==> config.mk <==
export PLATFORM = sky130hd
export DESIGN_NAME = lcd_bus_driver
export DESIGN_NICKNAME = d
export VERILOG_FILES = /design/src/rtl/lcd_bus_driver.sv
export SDC_FILE = /design/constraint.sdc
export NUM_CORES = 1
export LEC_CHECK = 0
export ABC_AREA = 1
export CAP_MARGIN = 0
export CORE_MARGIN = 2
export CORE_UTILIZATION = 28
export CTS_CLUSTER_SIZE = 8
export DETAILED_ROUTE_END_ITERATION = 8
export GPL_TIMING_DRIVEN = 0
export HOLD_SLACK_MARGIN = 0.1
export PLACE_DENSITY = 0.48
export SYNTH_ARGS = -nofsm -noshare
export SYNTH_HDL_FRONTEND = slang
export SYNTH_SLANG_ARGS = --single-unit
==> constraint.sdc <==
create_clock -name clk -period 5 [get_ports clk]
set_clock_uncertainty 0.15 [all_clocks]
set_input_delay 1 -clock clk [delete_from_list [all_inputs] [get_ports clk]]
set_output_delay 1 -clock clk [all_outputs]
set_load 0.02 [all_outputs]
==> src/rtl/lcd_bus_driver.sv <==
// ---------------------------------------------------------------------------
// lcd_bus_driver
// Write-only driver for an HD44780-style character LCD on an 8-bit bus.
// After reset it waits POR_WAIT_CYC cycles and then issues the init commands
// 0x38, 0x0C, 0x06, 0x01. After that it serves three kinds of request:
// clear (0x01), newline (0xC0 / 0x80 depending on the current line) and data
// characters. Each transaction has three phases: RS/DB setup, an E pulse,
// and an execution wait with E low.
//
// Optional feature: define LCD_AUTOWRAP_EN to issue a set-DDRAM command to
// the other line after a character is written at column 15. When it is not
// defined, the column counter rolls over 15 -> 0 and the line stays the same.
//
// Ports
//   clk, rst_n              clock, asynchronous active-low reset
//   char_in/valid/ready     character stream (accepted when valid && ready)
//   clear_req, newline_req  single-cycle request pulses (dropped while busy)
//   init_done, busy         status
//   lcd_db/rs/rw/e          LCD bus (rw is always 0)
//   cur_line, cur_col       cursor position tracking
//
// The two wait parameters and POR_WAIT_CYC must be >= 2. The last wait
// cycle before a chained command (the next init step or a wrap) is spent in
// an issue state, so chained commands add no extra bus cycles.
// ---------------------------------------------------------------------------
module lcd_bus_driver #(
    parameter int unsigned POR_WAIT_CYC = 2000000,
    parameter int unsigned SETUP_CYC    = 4,
    parameter int unsigned E_PULSE_CYC  = 50,
    parameter int unsigned CMD_WAIT_CYC = 5000,
    parameter int unsigned CLR_WAIT_CYC = 200000
) (
    input  logic       clk,
    input  logic       rst_n,
    input  logic [7:0] char_in,
    input  logic       char_valid,
    output logic       char_ready,
    input  logic       clear_req,
    input  logic       newline_req,
    output logic       init_done,
    output logic       busy,
    output logic [7:0] lcd_db,
    output logic       lcd_rs,
    output logic       lcd_rw,
    output logic       lcd_e,
    output logic       cur_line,
    output logic [3:0] cur_col
);

    localparam logic [2:0] POR_WAIT   = 3'd0;
    localparam logic [2:0] INIT_ISSUE = 3'd1;
    localparam logic [2:0] IDLE       = 3'd2;
    localparam logic [2:0] SETUP      = 3'd3;
    localparam logic [2:0] E_HIGH     = 3'd4;
    localparam logic [2:0] EXEC_WAIT  = 3'd5;
    localparam logic [2:0] WRAP_ISSUE = 3'd6;

    localparam logic [31:0] POR_LAST   = 32'(POR_WAIT_CYC - 2);
    localparam logic [31:0] SETUP_LAST = 32'(SETUP_CYC - 1);
    localparam logic [31:0] E_LAST     = 32'(E_PULSE_CYC - 1);

    // Init command table, indexed by the init step.
    function automatic logic [7:0] init_cmd(input logic [1:0] idx);
        case (idx)
            2'd0:    init_cmd = 8'h38;
            2'd1:    init_cmd = 8'h0C;
            2'd2:    init_cmd = 8'h06;
            default: init_cmd = 8'h01;
        endcase
    endfunction

    // Command that moves the cursor to the start of the other line.
    function automatic logic [7:0] other_line_cmd(input logic line);
        other_line_cmd = line ? 8'h80 : 8'hC0;
    endfunction

    logic [2:0]  state_q, state_d;
    logic [31:0] cnt_q, cnt_d;
    logic [1:0]  init_idx_q, init_idx_d;
    logic        wrap_pend_q, wrap_pend_d;
    logic [7:0]  db_q, db_d;
    logic        rs_q, rs_d;
    logic        e_q, e_d;
    logic        rdy_q, rdy_d;
    logic        init_done_q, init_done_d;
    logic        line_q, line_d;
    logic [3:0]  col_q, col_d;

    logic [31:0] wait_len_s;
    logic [31:0] wait_last_s;
    logic [31:0] issue_last_s;
    logic        chain_s;

    // Wait length follows the command on the bus (clear display is slow).
    always_comb begin
        if (!rs_q && (db_q == 8'h01)) begin
            wait_len_s = 32'(CLR_WAIT_CYC);
        end else begin
            wait_len_s = 32'(CMD_WAIT_CYC);
        end
        wait_last_s  = wait_len_s - 32'd1;
        issue_last_s = wait_len_s - 32'd2;
        chain_s      = wrap_pend_q || (!init_done_q && (init_idx_q != 2'd3));
    end

    // Next-state logic for the transaction sequencer and cursor tracking.
    always_comb begin
        state_d     = state_q;
        cnt_d       = cnt_q;
        init_idx_d  = init_idx_q;
        wrap_pend_d = wrap_pend_q;
        db_d        = db_q;
        rs_d        = rs_q;
        init_done_d = init_done_q;
        line_d      = line_q;
        col_d       = col_q;
        case (state_q)
            POR_WAIT: begin
                init_idx_d = 2'd0;
                if (cnt_q == POR_LAST) begin
                    state_d = INIT_ISSUE;
                    cnt_d   = 32'd0;
                end else begin
                    cnt_d = cnt_q + 32'd1;
                end
            end
            INIT_ISSUE: begin
                db_d    = init_cmd(init_idx_q);
                rs_d    = 1'b0;
                cnt_d   = 32'd0;
                state_d = SETUP;
            end
            IDLE: begin
                cnt_d = 32'd0;
                if (init_done_q && clear_req) begin
                    db_d    = 8'h01;
                    rs_d    = 1'b0;
                    line_d  = 1'b0;
                    col_d   = 4'd0;
                    state_d = SETUP;
                end else if (init_done_q && newline_req) begin
                    db_d    = other_line_cmd(line_q);
                    rs_d    = 1'b0;
                    line_d  = ~line_q;
                    col_d   = 4'd0;
                    state_d = SETUP;
                end else if (init_done_q && char_valid) begin
                    db_d    = char_in;
                    rs_d    = 1'b1;
                    state_d = SETUP;
`ifdef LCD_AUTOWRAP_EN
                    // Column stays at 15 until the wrap command is accepted.
                    if (col_q == 4'd15) begin
                        wrap_pend_d = 1'b1;
                    end else begin
                        col_d = col_q + 4'd1;
                    end
`else
                    col_d = col_q + 4'd1;
`endif
                end else begin
                    state_d = IDLE;
                end
            end
            SETUP: begin
                if (cnt_q == SETUP_LAST) begin
                    state_d = E_HIGH;
                    cnt_d   = 32'd0;
                end else begin
                    cnt_d = cnt_q + 32'd1;
                end
            end
            E_HIGH: begin
                if (cnt_q == E_LAST) begin
                    state_d = EXEC_WAIT;
                    cnt_d   = 32'd0;
                end else begin
                    cnt_d = cnt_q + 32'd1;
                end
            end
            EXEC_WAIT: begin
                // A chained command spends its last wait cycle in the issue state.
                if (chain_s && (cnt_q == issue_last_s)) begin
                    cnt_d = 32'd0;
                    if (wrap_pend_q) begin
                        state_d = WRAP_ISSUE;
                    end else begin
                        state_d    = INIT_ISSUE;
                        init_idx_d = init_idx_q + 2'd1;
                    end
                end else if (!chain_s && (cnt_q == wait_last_s)) begin
                    state_d     = IDLE;
                    cnt_d       = 32'd0;
                    init_done_d = 1'b1;
                end else begin
                    cnt_d = cnt_q + 32'd1;
                end
            end
            WRAP_ISSUE: begin
                db_d        = other_line_cmd(line_q);
                rs_d        = 1'b0;
                line_d      = ~line_q;
                col_d       = 4'd0;
                wrap_pend_d = 1'b0;
                cnt_d       = 32'd0;
                state_d     = SETUP;
            end
            default: begin
                state_d = POR_WAIT;
                cnt_d   = 32'd0;
            end
        endcase
        // Outputs are registered from the next state so they align with it.
        e_d   = (state_d == E_HIGH);
        rdy_d = (state_d == IDLE) && init_done_d;
    end

    // State and output registers; reset abandons any in-flight transaction.
    always_ff @(posedge clk or negedge rst_n) begin
        if (!rst_n) begin
            state_q     <= POR_WAIT;
            cnt_q       <= 32'd0;
            init_idx_q  <= 2'd0;
            wrap_pend_q <= 1'b0;
            db_q        <= 8'h00;
            rs_q        <= 1'b0;
            e_q         <= 1'b0;
            rdy_q       <= 1'b0;
            init_done_q <= 1'b0;
            line_q      <= 1'b0;
            col_q       <= 4'd0;
        end else begin
            state_q     <= state_d;
            cnt_q       <= cnt_d;
            init_idx_q  <= init_idx_d;
            wrap_pend_q <= wrap_pend_d;
            db_q        <= db_d;
            rs_q        <= rs_d;
            e_q         <= e_d;
            rdy_q       <= rdy_d;
            init_done_q <= init_done_d;
            line_q      <= line_d;
            col_q       <= col_d;
        end
    end

    // A clear or newline request outranks a character offered in the same cycle.
    assign char_ready = rdy_q & ~clear_req & ~newline_req;
    assign busy       = ~rdy_q;
    assign init_done  = init_done_q;
    assign lcd_db     = db_q;
    assign lcd_rs     = rs_q;
    assign lcd_rw     = 1'b0;
    assign lcd_e      = e_q;
    assign cur_line   = line_q;
    assign cur_col    = col_q;

endmodule

=== After elaboration in Yosys (flattened, before gate mapping) ===
Index checks and enable logic that the tools add are counted.

* Add/sub/neg operators: 5
* Equality and inequality tests: 20
* Multiplexer cells: 38
* Bitwise operators: 6
* Reduce and logical (&&, ||, !) cells: 23

{| class="wikitable"
|+ Operators by type and width
! operator !! count
|-
| $mux W32 || 5
|-
| $pmux W32 S4 || 1
|-
| $eq A32 B32 Y1 || 2
|-
| $add A32 B1 Y32 const B || 1
|-
| $eq A32 B2 Y1 const B || 1
|-
| $eq A32 B21 Y1 const B || 1
|-
| $eq A32 B6 Y1 const B || 1
|-
| $sub A32 B1 Y32 const B || 1
|-
| $sub A32 B2 Y32 const B || 1
|-
| $mux W8 || 3
|-
| $pmux W8 S3 || 1
|-
| $mux W18 || 1
|-
| $pmux W3 S6 || 1
|-
| $pmux W6 S3 || 1
|-
| $mux W3 || 5
|-
| $eq A3 B3 Y1 const B || 4
|-
| $mux W4 || 3
|-
| $mux W1 || 11
|-
| $reduce_and A2 Y1 || 5
|-
| $eq A3 B2 Y1 const B || 3
|-
| $eq A8 B1 Y1 const B || 1
|-
| $logic_and A1 B1 Y1 || 8
|-
| $pmux W4 S2 || 1
|-
| $mux W7 || 1
|-
| other kinds (19) || 29
|}

* Bits in registers: 54
* Input port bits: 13
* Output and inout bits: 19
* Logic and storage cells: 102

=== Longest topological paths before layout ===
Gate-level depths: netlist (run 1).

* Depth in word-level cells: 11
* Depth in mapped cells: 14
* Mapped depth without buffers: 14

=== Worst setup path after synthesis (run 1) ===
OpenSTA, ideal clock, no wires.

* Kind: input port to output port
* From: input port newline_req
* To: output port char_ready
* Arrival: 1.497 ns
* Required time: 3.850 ns
* Slack: 2.353 ns
* Stages on the path: 1
* Buffers on the path: 0
* Cell sequence: nor3_1

* Longest elaborated chain between the ends: 2

{| class="wikitable"
|+ Ends and longest elaborated chain
! what !! line !! RTL
|-
| start: declaration || 39 || <nowiki>input logic newline_req,</nowiki>
|-
| $not A1 Y1 || 248 || <nowiki>assign char_ready = rdy_q & ~clear_req & ~newline_req;</nowiki>
|-
| $and A1 B1 Y1 || 248 ||
|-
| end: declaration || 37 || <nowiki>output logic char_ready,</nowiki>
|}

Every way passes these cells.

=== Worst setup path in the final report (run 1) ===
Ends and elaborated chain as after synthesis.

==> out/qor.yml, run 1 <==
finalWorstSetupSlack_ns: 1.62
ant_nets: 0
grt_pass1_vias: 2987
cts_made_buffers: 5
die_h_um: 115
hp-start: "cnt_q[0]"
cts_setup_buffers: 0
track_usage: 0.143
startpoint: "newline_req"
period_share: 0.676
clk_latency_ns: 0.30
n_antenna_cell: 0
layout.nets: 521
dp.cells: 640
synth.distinct_cells: 39
area.growth.synth_to_final_pct: 20.3
cts_sinks: 54
fillCellCount: 1299
cp_data_arrival_time_ns: 2.23
finalHoldViolations: 0
cp-start-kind: "input pin"
hold-worst-slack_ns: 0.367
status: "finished clean"
synth.top_cells.by_area: "dfrtp_1, nor2_1, nand2_1"
leakage_nw: 1.85
holdBufCountCts: 0
synth_warnings: 0
die_w_um: 115
min_delay_worst_endpoint: "cnt_q[0]"
antenna_found_initial: 0
syn-num-nets: 483
core_mm2: 0.0120
maxSlewHeadroom: 0.248
hold_class: "flip-flop to flip-flop"
finalSetupViolCount: 0
vdd_drop_max_v: 0.000133
worst_pin_slew_ns: 1.12
total_power_mw: 0.920
max_freq_mhz: 296
remaining_drc_errors: 0
routabilityCongestion: 0.851
dieArea_mm2: 0.0132
clock-root-buffer: "clkbuf_16"
detailedPlace.worstSlack_ns: 1.61
grt_max_degree: 31
end_kind: "primary output"
wl_per_cell_um: 13.3
dr.pass1.iters: 4
reg2reg_to: "cnt_q[16]"
path_class: "input pin to primary output"
slew_violations: 0
clkTransAtPathRegs_ns: 0.07
yosysSeqAreaShare: 0.394
reg2regPathDepth: 12
vias: 3019
dpl.hpwl_um: 6960
design_area_mm2: 0.00413
setup-tns-final_ns: 0
vias_per_cell: 4.66
start_util: 0.286
io_pins: 32
cts_tree: "built"
whs_path_depth: 1
yosys.area.top_type: "dfrtp_1"
ctsResizeCount: 0
r2r_start: "cnt_q[0]"
syn-cell-area_mm2: 0.00343
place_area_mm2: 0.00393
cts_buffer_depth: 2
crit_fanout: 2
rrSetupSlack_ns: 2.75
period_needed_ns: 3.38
htreeDepth: 2
drive_above_1_share: 0.0978
synth.ff_latch_count: 54
grt_overflow: 0
final_util: 0.344
port_buffers: 30
instances_no_fill: 648
rows: 40
maxCapViolations: 0
critPathRequiredTime_ns: 3.85
routed_wl_um: 8640
avgSynthCellArea_um2: 7.43
power_density_mw_per_mm2: 223
grt_setup_unrepaired: "no"
grt_pass1_wl_um: 14900
synth_cells: 462
synth_top_area_frac: 0.394
drtIter0Drc: 128
## routing by layer
layer | routed length [um] | vias to the layer above | share of wire | track usage
li1 | - | 1556 | - | -
met1 | 4370 | 1416 | 0.51 | 0.205
met2 | 3930 | 39 | 0.46 | 0.224
met3 | 221 | 8 | 0.026 | 0.0212
met4 | 113 | 0 | 0.013 | 0.0434
met5 | 0 | - | 0 | 0
## where the power goes
| part | internal (mW) | switching (mW) |
|---|---|---|
| sequential | 0.436 | 0 |
| clock | 0.301 | 0.162 |
| combinational | 0.0101 | 0.0116 |
## sequential cells by signal, summed over array words and instances (netlist names)
name and flops:
cnt_q 32, cur_col 4, cur_line 1, init_done 1, init_idx_q 2, lcd_db 8, lcd_e 1, lcd_rs 1
rdy_q 1, state_q 3
## cell type report
cell class | instances | area, um^2 | area share
plain buffers | 5 | 48.8 | 0.0118
clock buffers | 6 | 139 | 0.0336
clock inverters | 2 | 60.1 | 0.0145
inverters | 61 | 229 | 0.0554
multi-input cells | 342 | 1800 | 0.437
flip-flops and latches | 54 | 1350 | 0.327
well taps | 147 | 184 | 0.0445
repair buffers | 31 | 315 | 0.0763
## logic make-up (layout without fill, tap and decap cells)
kind of cell | count (synthesis) | in the layout | synth area share
other | 1 | 1 | 0.00109
AOI/OAI and AO/OA | 44 | 44 | 0.0787
and+or+nand+nor | 267 | 267 | 0.360
adders and majority gates | 8 | 8 | 0.0292
xor gates and xnor gates | 22 | 22 | 0.0561
DFF | 54 | 54 | 0.394
buffers and inverters | 66 | 105 | 0.0809
## worst max-delay path, stage by stage
cell and delay, ns:
clkdlybuf4s50_1 0.42, nor3_1 0.18, clkdlybuf4s50_1 0.63
## placed cells by master (no fill, tap or decap), types with 2 or more instances in the layout
master           netlist  layout
a211oi_1               2       2
nor4_1                 6       6
xor2_1                16      16
inv_1                 55      55
nor2_2                14      14
nor3_1                16      16
nor3b_1                2       2
nor3_2                 2       2
a21oi_1               12      12
o21ai_0               17      17
bufinv_16              0       2
buf_12                 1       2
nand4_1                9       9
a31oi_1                2       2
nand2_2                2       2
clkbuf_16              0       5
dfrtp_1               54      54
nor2_4                 4       4
nor2_1                90      90
nand2_1               89      89
ha_1                   8       8
a22oi_1                5       5
xnor2_1                6       6
buf_2                  2       3
inv_2                  6       6
clkdlybuf4s50_1        0      29
nand3_1               27      27
## worst max-delay path by stage
stage / endpoint / slack, ns / depth (start not counted)
floorplan: char_ready / 2.35 / 1
global route: char_ready / 1.58 / 3
CTS: char_ready / 1.61 / 3
detailed placement: char_ready / 1.61 / 3
global placement: cur_col[0] / 1.08 / 1
finish: char_ready / 1.62 / 3
## synthesized netlist by cell type
master	count
nand2_2	2
o22ai_1	1
and2_1	1
inv_2	6
nor4_2	1
a21oi_2	1
o32a_1	1
a21boi_4	1
a22oi_1	5
buf_4	1
nor2_2	14
xor2_1	16
nor3_2	2
nand4_1	9
nor4_1	6
ha_1	8
nand4_2	1
nand2_1	89
a21oi_1	12
conb_1	1
nor2_1	90
nor2_8	1
inv_1	55
buf_12	1
buf_6	1
nand3_1	27
xnor2_1	6
buf_2	2
a211oi_1	2
nand3b_1	1
nor2_4	4
o21ai_0	17
o32ai_1	1
nor3b_1	2
a31oi_1	2
o211ai_1	1
nor3_1	16
nor3_4	1
dfrtp_1	54
Power figures use the tool's default switching activity.
==> run 2, diff against run 1 <==
Clock period 5 ns to 3.4 ns, I/O delays scaled along.
==> results of run 2 <==
The final DEF is identical to that of run 1. Status: finished clean.
Among the figures that moved: setup slack after placement 1.61 ns -> 0.646 ns; setup slack after layout 1.62 ns -> 0.658 ns; hold slack 0.367 ns -> 0.223 ns; register-to-register setup slack 2.75 ns -> 1.15 ns; total power 0.920 mW -> 1.35 mW; worst IR drop on VDD 0.000133 V -> 0.000196 V
==> run 3, diff against run 2 <==
Clock period 3.4 ns to 2.61 ns, I/O delays scaled along.
==> out/qor.yml, run 3 (synthesized netlist as in run 1, its figures left out) <==
slowest_delay_ns: 0.63  # about the same
largest_reg_flops: 32  # unchanged
grt_pass1_vias: 2992  # was 2987
power_density_mw_per_mm2: 426  # was 328 mW/mm^2
seq_area_mm2: 0.00135  # unchanged
dr.pass1.iters: 4  # unchanged
io_pins: 32  # unchanged
grt_pass1_wl_um: 15000  # was 14900 um
dieArea_mm2: 0.0132  # unchanged
worst_pin_slew_ns: 1.12  # about the same
cts_made_buffers: 5  # unchanged
end_kind: "primary output"  # unchanged
slew_violations: 0  # unchanged
routed_wl_um: 8650  # was 8640 um
clkTransAtPathRegs_ns: 0.07  # about the same
ant_nets: 0  # unchanged
start_util: 0.286  # unchanged
dp.cells: 640  # unchanged
htreeDepth: 2  # unchanged
cp-start-kind: "input pin"  # unchanged
drtIter0Drc: 128  # unchanged
final_cell_mix: "nor2_1, nand2_1, inv_1"  # unchanged
path_common_cell: "clkdlybuf4s50_1"  # unchanged
startpoint: "newline_req"  # unchanged
leakage_nw: 1.85  # about the same
grt_overflow: 0  # unchanged
whs_path_depth: 1
track_usage: 0.143  # about the same
core_mm2: 0.0120  # unchanged
clock-root-buffer: "clkbuf_16"  # unchanged
drive_above_1_share: 0.0976  # was 0.0978
period_needed_ns: 2.43
wl_per_cell_um: 13.3  # about the same
port_buffers: 30  # unchanged
n_antenna_cell: 0  # unchanged
instances_no_fill: 649  # was 648
reg2reg_to: "cnt_q[16]"  # unchanged
die_h_um: 115  # unchanged
period_share: 0.929
cp_data_arrival_time_ns: 1.75  # was 1.91 ns
remaining_drc_errors: 0  # unchanged
regMostFlops: "cnt_q"  # unchanged
area.growth.synth_to_final_pct: 20.6  # was 20.3%
die_w_um: 115  # unchanged
antenna_found_initial: 0  # unchanged
cts_tree: "built"  # unchanged
cts_sinks: 54  # unchanged
fillCellCount: 1301  # was 1299
place_area_mm2: 0.00393  # unchanged
reg2regPathDepth: 12  # unchanged
finalSetupViolCount: 0  # unchanged
grt_setup_unrepaired: "no"  # unchanged
cts_buffer_depth: 2  # unchanged
hold_class: "flip-flop to flip-flop"  # was input pin to async pin
routabilityCongestion: 0.851  # unchanged
vdd_drop_max_v: 0.000255  # was 0.000196 V
final_common_cell: "nor2_1"  # unchanged
r2r_start: "cnt_q[0]"  # unchanged
crit_fanout: 2  # unchanged
maxSlewHeadroom: 0.250  # was 0.248
vias: 3014  # was 3019
finalHoldViolations: 0  # unchanged
clk_latency_ns: 0.30  # about the same
cts_setup_buffers: 0  # unchanged
maxCapViolations: 0  # unchanged
vias_per_cell: 4.64  # was 4.66
path_cells: "clkdlybuf4s50_1, nor3_1, clkdlybuf4s50_1"  # unchanged
multi_input_area_mm2: 0.00180  # unchanged
layout.nets: 522  # was 521
path_class: "input pin to primary output"  # unchanged
grt_max_degree: 31  # unchanged
dpl.hpwl_um: 6960  # unchanged
rrSetupSlack_ns: 0.33  # was 1.15 ns
status: "finished clean"  # unchanged
rows: 40  # unchanged
cp_slowest_cell: "clkdlybuf4s50_1"  # unchanged
critPathRequiredTime_ns: 1.94  # was 2.57 ns
design_area_mm2: 0.00414  # was 0.00413 mm^2
crit_end: "char_ready"  # unchanged
max_freq_mhz: 412
==> run 3: changes by cell type in the layout (fill, tap and decap cells not counted), sizes merged <==
cell / before / now
dlygate4sd3: 0 / 1
==> run 3: worst max-delay path, delay by kind of cell <==
kind / cells / cell delay [ns]
buf+inv: 2 / 1.05
simple gates: 1 / 0.18
==> run 3: cell type report <==
| class | count | share of cell area |
|---|---|---|
| inverter | 61 | 0.0553 |
| buffer | 5 | 0.0118 |
| tap | 147 | 0.0444 |
| multi-input combinational | 342 | 0.435 |
| timing repair buffer | 32 | 0.0786 |
| sequential | 54 | 0.326 |
| clock inverter | 2 | 0.0145 |
| clock buffer | 6 | 0.0335 |
==> run 3: repair_timing <==
| item | in CTS | in global routing |
|---|---|---|
| endpoints found under the hold margin | 24 | 0 |
| hold buffers | 1 | 0 |
| resized for setup | 0 | 0 |
==> run 3: worst min path at each step <==
stage / from / endpoint / slack [ns]
floorplan: rst_n / cnt_q[0] / 0.08
global placement: cnt_q[0] / cnt_q[0] / 0.36
detailed placement: cnt_q[0] / cnt_q[0] / 0.37
CTS: cnt_q[0] / cnt_q[0] / 0.38
global route: cnt_q[0] / cnt_q[0] / 0.40
finish: cnt_q[0] / cnt_q[0] / 0.37
==> run 3: through the flow <==
step	setup WS, ns	TNS, ns	total power [mW]	util	hold slack [ns]
final	0.184	0	1.77	0.345	0.367
after floorplan	0.715	0	0.856	-	0.0764
after detailed placement	0.147	0	0.896	0.327	0.366
after global routing	0.139	0	1.84	0.345	0.400
after global placement	-0.834	-44.80	0.893	0.326	0.356
after CTS	0.172	0	1.80	0.345	0.376
==> run 3: per-layer routing <==
| layer | vias up | wire, um | GRT usage |
|---|---|---|---|
| li1 | 1557 | - | - |
| met1 | 1404 | 4350 | 0.205 |
| met2 | 47 | 3930 | 0.224 |
| met3 | 6 | 270 | 0.0212 |
| met4 | 0 | 99 | 0.0434 |
| met5 | - | 0 | 0 |
==> run 3: power by group <==
part / leakage, nW / switching, mW / internal [mW]
Combinational: 1.04 / 0.0224 / 0.0203
Sequential: 0.714 / 0 / 0.836
Clock: 0.0971 / 0.310 / 0.576
